<file path="src/rtl/psum_accum_bramctrl.sv">
// psum_accum_bramctrl
// ---------------------------------------------------------------------------
// PL-side user controller for the psum BRAM. It takes partial sums from the
// PE array and updates single-port BRAM port A through the mem_* port of the
// psum bus multiplexer.
//   - first=1 : plain overwrite of the addressed word.
//   - first=0 : read-modify-write (word + psum).
// The controller yields the bus whenever the PS owns it (i_conf_ctrl[2]=1).
//
// Build option:
//   PSUM_ACCUM_SAT_EN  defined   -> the accumulate add is signed saturating.
//                      undefined -> the accumulate add wraps modulo
//                                   2^DATA_WIDTH.
//   The first-pass (overwrite) path is the same in both builds.
//
// Ports:
//   clk, rst            single clock; synchronous active-high reset
//   i_conf_ctrl         control register, bit2 = PS owns the psum BRAM
//   i_psum_dat/addr     partial sum and its target word address
//   i_psum_first        1 = overwrite, 0 = accumulate
//   i_psum_vld          request valid
//   o_psum_rdy          ready
//   i_cnt_clr           clears o_wr_cnt (wins over a same-cycle write)
//   o_busy              FSM not in IDLE
//   o_err               sticky: PS took ownership while busy
//   o_wr_cnt            number of BRAM writes completed (wraps)
//   mem_addr/idat/odat  BRAM word address, write data, read data
//   mem_wren/enb/rst    byte write enables, enable, output reset (held 0)
//
// Handshake: a transfer happens at a rising edge where i_psum_vld and
// o_psum_rdy are both 1. o_psum_rdy never depends on i_psum_vld. Inputs are
// ignored while o_psum_rdy is 0. Only one transaction is in flight at a time,
// so there is no read-after-write hazard.
// ---------------------------------------------------------------------------
module psum_accum_bramctrl #(
  parameter int DATA_WIDTH     = 32,
  parameter int ADDR_WIDTH     = 32,
  parameter int NUM_BYTE       = 4,
  parameter int REG_WIDTH      = 32,
  parameter int MEM_RD_LATENCY = 1,
  parameter int CNT_WIDTH      = 32
) (
  input  logic                  clk,
  input  logic                  rst,
  input  logic [REG_WIDTH-1:0]  i_conf_ctrl,
  input  logic [DATA_WIDTH-1:0] i_psum_dat,
  input  logic [ADDR_WIDTH-1:0] i_psum_addr,
  input  logic                  i_psum_first,
  input  logic                  i_psum_vld,
  output logic                  o_psum_rdy,
  input  logic                  i_cnt_clr,
  output logic                  o_busy,
  output logic                  o_err,
  output logic [CNT_WIDTH-1:0]  o_wr_cnt,
  output logic [ADDR_WIDTH-1:0] mem_addr,
  output logic [DATA_WIDTH-1:0] mem_idat,
  input  logic [DATA_WIDTH-1:0] mem_odat,
  output logic [NUM_BYTE-1:0]   mem_wren,
  output logic                  mem_enb,
  output logic                  mem_rst
);

  typedef enum logic [1:0] {
    S_IDLE = 2'd0,
    S_RD   = 2'd1,
    S_WAIT = 2'd2,
    S_WR   = 2'd3
  } state_t;

  // WAIT lasts MEM_RD_LATENCY cycles; the counter runs down to 0 and the
  // read data is consumed in the cycle where it reads 0.
  localparam logic [1:0] WAIT_INIT = 2'(MEM_RD_LATENCY - 1);

  state_t                state;
  logic [ADDR_WIDTH-1:0] cap_addr;
  logic [DATA_WIDTH-1:0] cap_dat;
  logic [1:0]            wait_cnt;
  logic                  own_q;      // i_conf_ctrl[2] delayed, for edge detect
  logic [DATA_WIDTH-1:0] sum;
  logic                  accept;

  // Only bit2 of the control register matters to this block.
  logic unused_ctrl_bits;
  assign unused_ctrl_bits = ^{i_conf_ctrl[REG_WIDTH-1:3], i_conf_ctrl[1:0]};

  // The mux registers bit2 one cycle late, so ready must drop in the very
  // cycle bit2 rises to keep a cycle of margin. Held low while in reset.
  assign o_psum_rdy = (state == S_IDLE) & ~i_conf_ctrl[2] & ~rst;
  assign accept     = o_psum_rdy & i_psum_vld;
  assign mem_rst    = 1'b0;

`ifdef PSUM_ACCUM_SAT_EN
  // Sign-extended add; the two top bits disagree exactly on overflow, and
  // the extra top bit then tells the overflow direction.
  logic [DATA_WIDTH:0] sum_ext;
  always_comb begin
    sum_ext = {mem_odat[DATA_WIDTH-1], mem_odat} + {cap_dat[DATA_WIDTH-1], cap_dat};
    sum     = sum_ext[DATA_WIDTH-1:0];
    if (sum_ext[DATA_WIDTH] != sum_ext[DATA_WIDTH-1]) begin
      sum = sum_ext[DATA_WIDTH] ? {1'b1, {(DATA_WIDTH-1){1'b0}}}
                                : {1'b0, {(DATA_WIDTH-1){1'b1}}};
    end
  end
`else
  always_comb begin
    sum = mem_odat + cap_dat;
  end
`endif

  always_ff @(posedge clk) begin
    if (rst) begin
      state    <= S_IDLE;
      cap_addr <= '0;
      cap_dat  <= '0;
      wait_cnt <= '0;
      own_q    <= 1'b0;
      o_busy   <= 1'b0;
      o_err    <= 1'b0;
      o_wr_cnt <= '0;
      mem_addr <= '0;
      mem_idat <= '0;
      mem_wren <= '0;
      mem_enb  <= 1'b0;
    end else begin
      own_q <= i_conf_ctrl[2];
      if (o_busy && i_conf_ctrl[2] && !own_q) begin
        o_err <= 1'b1;
      end

      // Clear wins over a write completing in the same cycle.
      if (i_cnt_clr) begin
        o_wr_cnt <= '0;
      end else if (state == S_WR) begin
        o_wr_cnt <= o_wr_cnt + CNT_WIDTH'(1);
      end

      // Enables are single-cycle pulses; address and data hold.
      mem_enb  <= 1'b0;
      mem_wren <= '0;

      case (state)
        S_IDLE: begin
          if (accept) begin
            cap_addr <= i_psum_addr;
            cap_dat  <= i_psum_dat;
            mem_addr <= i_psum_addr;
            mem_enb  <= 1'b1;
            o_busy   <= 1'b1;
            if (i_psum_first) begin
              mem_idat <= i_psum_dat;
              mem_wren <= {NUM_BYTE{1'b1}};
              state    <= S_WR;
            end else begin
              state    <= S_RD;
            end
          end
        end
        S_RD: begin
          wait_cnt <= WAIT_INIT;
          state    <= S_WAIT;
        end
        S_WAIT: begin
          if (wait_cnt == 2'd0) begin
            mem_idat <= sum;
            mem_addr <= cap_addr;
            mem_enb  <= 1'b1;
            mem_wren <= {NUM_BYTE{1'b1}};
            state    <= S_WR;
          end else begin
            wait_cnt <= wait_cnt - 2'd1;
          end
        end
        S_WR: begin
          o_busy <= 1'b0;
          state  <= S_IDLE;
        end
        default: begin
          o_busy <= 1'b0;
          state  <= S_IDLE;
        end
      endcase
    end
  end

endmodule

</file>
<file path="config.mk">
export PLATFORM = sky130hd
export DESIGN_NAME = psum_accum_bramctrl
export DESIGN_NICKNAME = d
export VERILOG_FILES = /design/src/rtl/psum_accum_bramctrl.sv
export SDC_FILE = /design/constraint.sdc
export NUM_CORES = 1
export LEC_CHECK = 0
export ABC_AREA = 0
export CORE_ASPECT_RATIO = 1.2
export CORE_MARGIN = 8
export CORE_UTILIZATION = 25
export DETAILED_ROUTE_END_ITERATION = 10
export PLACE_DENSITY = 0.44
export SKIP_LAST_GASP = 1
export SYNTH_ARGS = -nofsm -noshare
export SYNTH_HDL_FRONTEND = slang
export SYNTH_SLANG_ARGS = --single-unit
</file>
<file path="constraint.sdc">
create_clock -name clk -period 6.6 [get_ports clk]
set_input_delay 1.32 -clock clk [delete_from_list [all_inputs] [get_ports clk]]
set_output_delay 1.32 -clock clk [all_outputs]
set_load 0.02 [all_outputs]
</file>
==> results.yml <==
finish:
  postLayoutCoreUtil: 0.341
  layout_common_cells: "clkdlybuf4s50_1 (204), dfxtp_1 (169), nand2_1 (167)"
  area_delta_synth_final_pct: 34.5
  fin_nets: 1369
  final_design_area_no_fill_sq_um: 11600
  num_antenna_cells: 0
  instances_no_fill: 1666
  layout_commonest_cell: "clkdlybuf4s50_1"
  drive_above_1_share: 0.0537
  fillCellCount: 3613
global_route:
  antenna_found_initial: 2
  gr-usage-all-layers: 0.137
  grt_pass1_wl_mm: 43.5
  overflow: 0
  grt_pass1_vias: 7629
  grt_start_max_net_pins: 66
setup_path:
  r2r-end: "mem_idat[20]"
  max_stage_delay_ps: 740
  crit_top_cell: "clkdlybuf4s50_1"
  end_kind: "output port"
  reg2reg_slack_ps: 3150
  worstSetupPathType: "primary input to output port"
  reg2regPathDepth: 9
  cp_cell_sequence: "clkdlybuf4s50_1, nor3_1, clkdlybuf4s50_1"
  required_ps: 5280
  r2r_start: "state[0]"
  crit_fanout: 4
  crit_slowest_cell: "clkdlybuf4s50_1"
  critPathLaunchType: "primary input"
  worstPathArrival_ps: 2870
sta:
  setup_tns_ps: 0
  tightest_slew_ps: 858
  max_freq_mhz: 239
  fin_crit_ps: 4190
  fin_hold_ws_ps: 454
  rsz0062_at_grt: "no"
  fin_ws_ps: 2410
  fin_skew_ps: 13.8
  relSlewSlack: 0.428
  finalHoldViolCount: 0
  setup_viol: 0
  period_share: 0.635
  drv_slew: 0
synth:
  synth_fp_nets: 1207
  yosysSeqAreaShare: 0.393
  syn-cell-area_sq_um: 8610
  synthTopCellsByArea: "dfxtp_1 (39%), nand2_1 (7.3%), mux2i_1 (6.4%)"
  synth_top_area_frac: 0.393
  avgSynthCellArea_sq_um: 8.32
  ys_types: 66
  synth_edf_count: 0
  postSynth.asyncResetShare: 0
  ys_seq_elements: 169
  ys_warn_count: 0
  synth_cells: 1035
  ys.flop_type: "dfxtp_1"
  synth_largest_area_cell: "dfxtp_1"
die:
  start_util: 0.253
  num_io_pins: 238
  dieArea_sq_um: 40700
  core_sq_um: 34000
  chipHeight_microns: 219
  die_w_microns: 185
  rows: 74
drt:
  drt_pre_antenna_iters: 6
  routed_via_density: 4.61
  num_vias: 7681
  drcViolationCount: 0
  ant_nets: 0
  drtIter0Drc: 306
  drt_wl_total_mm: 28.4
  wl_per_cell_microns: 17.1
cts:
  clock_path_buffers: 2
  cts.sinks: 169
  clk_pin_slew_ps: 70
  holdBufCountCts: 0
  root_buffer: "clkbuf_16"
  cts_tree: "yes"
  clk_latency_ps: 440
  cts_buffers: 17
  ctsResizeCount: 0
  h-tree-depth: 4
  postCtsSetupRepairBufs: 0
min_path:
  hold_depth: 2
  min_from: "cap_addr[15]"
  whs_endpoint: "cap_addr[15]"
  holdCritPathClass: "flip-flop to flip-flop"
placed_design:
  io_buffer_count: 205
  place_inst: 1634
  place.gp.congestion: 0.808
  post-place-ws_ps: 2050
  hpwl_mm: 20.4
  placed_area_sq_um: 11000
job:
  cap_violations: 0
power:
  ir_drop_uv: 175
  p_total_mw: 3.99
  p_per_area_nw_per_um2: 345
  p_leak_nw: 4.15
run_status:
  outcome: "finished, final reports clean"
Yosys cell counts (3+ instances only):
| library cell | number |
|---|---|
| clkbuf_1 | 39 |
| o211ai_1 | 3 |
| a21o_1 | 12 |
| and2_1 | 6 |
| o21ai_0 | 20 |
| o21bai_1 | 9 |
| inv_1 | 22 |
| xor2_1 | 25 |
| buf_4 | 5 |
| or3_1 | 8 |
| buf_1 | 4 |
| dfxtp_1 | 169 |
| a311oi_1 | 3 |
| nor3_1 | 7 |
| a31oi_1 | 9 |
| a211oi_2 | 6 |
| and3_1 | 8 |
| xnor2_1 | 25 |
| a21oi_1 | 108 |
| o21ai_1 | 11 |
| o2111ai_1 | 4 |
| ha_1 | 38 |
| mux2i_1 | 55 |
| o211a_1 | 3 |
| nor2b_1 | 5 |
| nand4_1 | 15 |
| buf_6 | 3 |
| nand3_1 | 18 |
| a211oi_1 | 53 |
| nor2_1 | 111 |
| buf_2 | 19 |
| nand2_1 | 168 |
layout make-up:
type,instances,area (sq um),share of cell area
multi-input combinational,773,4830,0.418
sequential,169,3380,0.292
timing repair buffer,213,2110,0.182
tap,456,571,0.0493
clock buffer,17,425,0.0368
clock inverter,15,165,0.0143
inverter,23,86.3,0.00746
logic make-up (layout without fill, tap and decap cells):
family                   count (synthesis)  count (layout)  share of synthesized area
AO/OA/AOI/OAI                          266             266                      0.203
XOR/XNOR                                50              50                     0.0509
adder cells (fa/ha/maj)                 39              39                     0.0576
buffers and inverters                   93             268                     0.0481
flip-flops                             169             169                      0.393
multiplexers                            55              55                     0.0640
other                                    1               1                   0.000436
AND/OR/NAND/NOR                        362             362                      0.183
registers in the layout, indices dropped and copies added (netlist names):
signal,count
cap_addr,32
cap_dat,32
mem_addr,32
mem_idat,32
o_wr_cnt,32
state,2
wait_cnt,2
mem_enb,1
mem_wren,1
o_busy,1
o_err,1
own_q,1
routing by layer:
layer / share of wire / wire length, microns / vias up / track usage
met3: 0.063 / 1790 / 25 / 0.0382
met1: 0.43 / 12100 / 3531 / 0.158
met2: 0.50 / 14200 / 171 / 0.247
met4: 0.012 / 339 / 4 / 0.0347
met5: 0.00088 / 25 / - / 0
li1: - / - / 3950 / -
power by group:
part	total (mW)	internal (mW)	switching, mW
Combinational	1.65	0.696	0.952
Sequential	1.32	1.22	0.103
Clock	1.02	0.537	0.487
Total	3.99	2.45	1.54
worst max-delay path by stage:
stage	start	end	depth (start not counted)
final	i_conf_ctrl[2]	o_psum_rdy	3
after global routing	i_conf_ctrl[2]	o_psum_rdy	3
after CTS	i_conf_ctrl[2]	o_psum_rdy	3
after detailed placement	mem_odat[0]	mem_idat[30]	11
after global placement	mem_odat[0]	mem_idat[30]	11
after floorplan	mem_odat[0]	mem_idat[30]	10
worst max-delay path, delay by kind of cell:
family / cells / cell delay [ps]
AND/OR/NAND/NOR: 1 / 340
buffers and inverters: 2 / 1200
No activity file was read; power rests on OpenSTA's default activity.
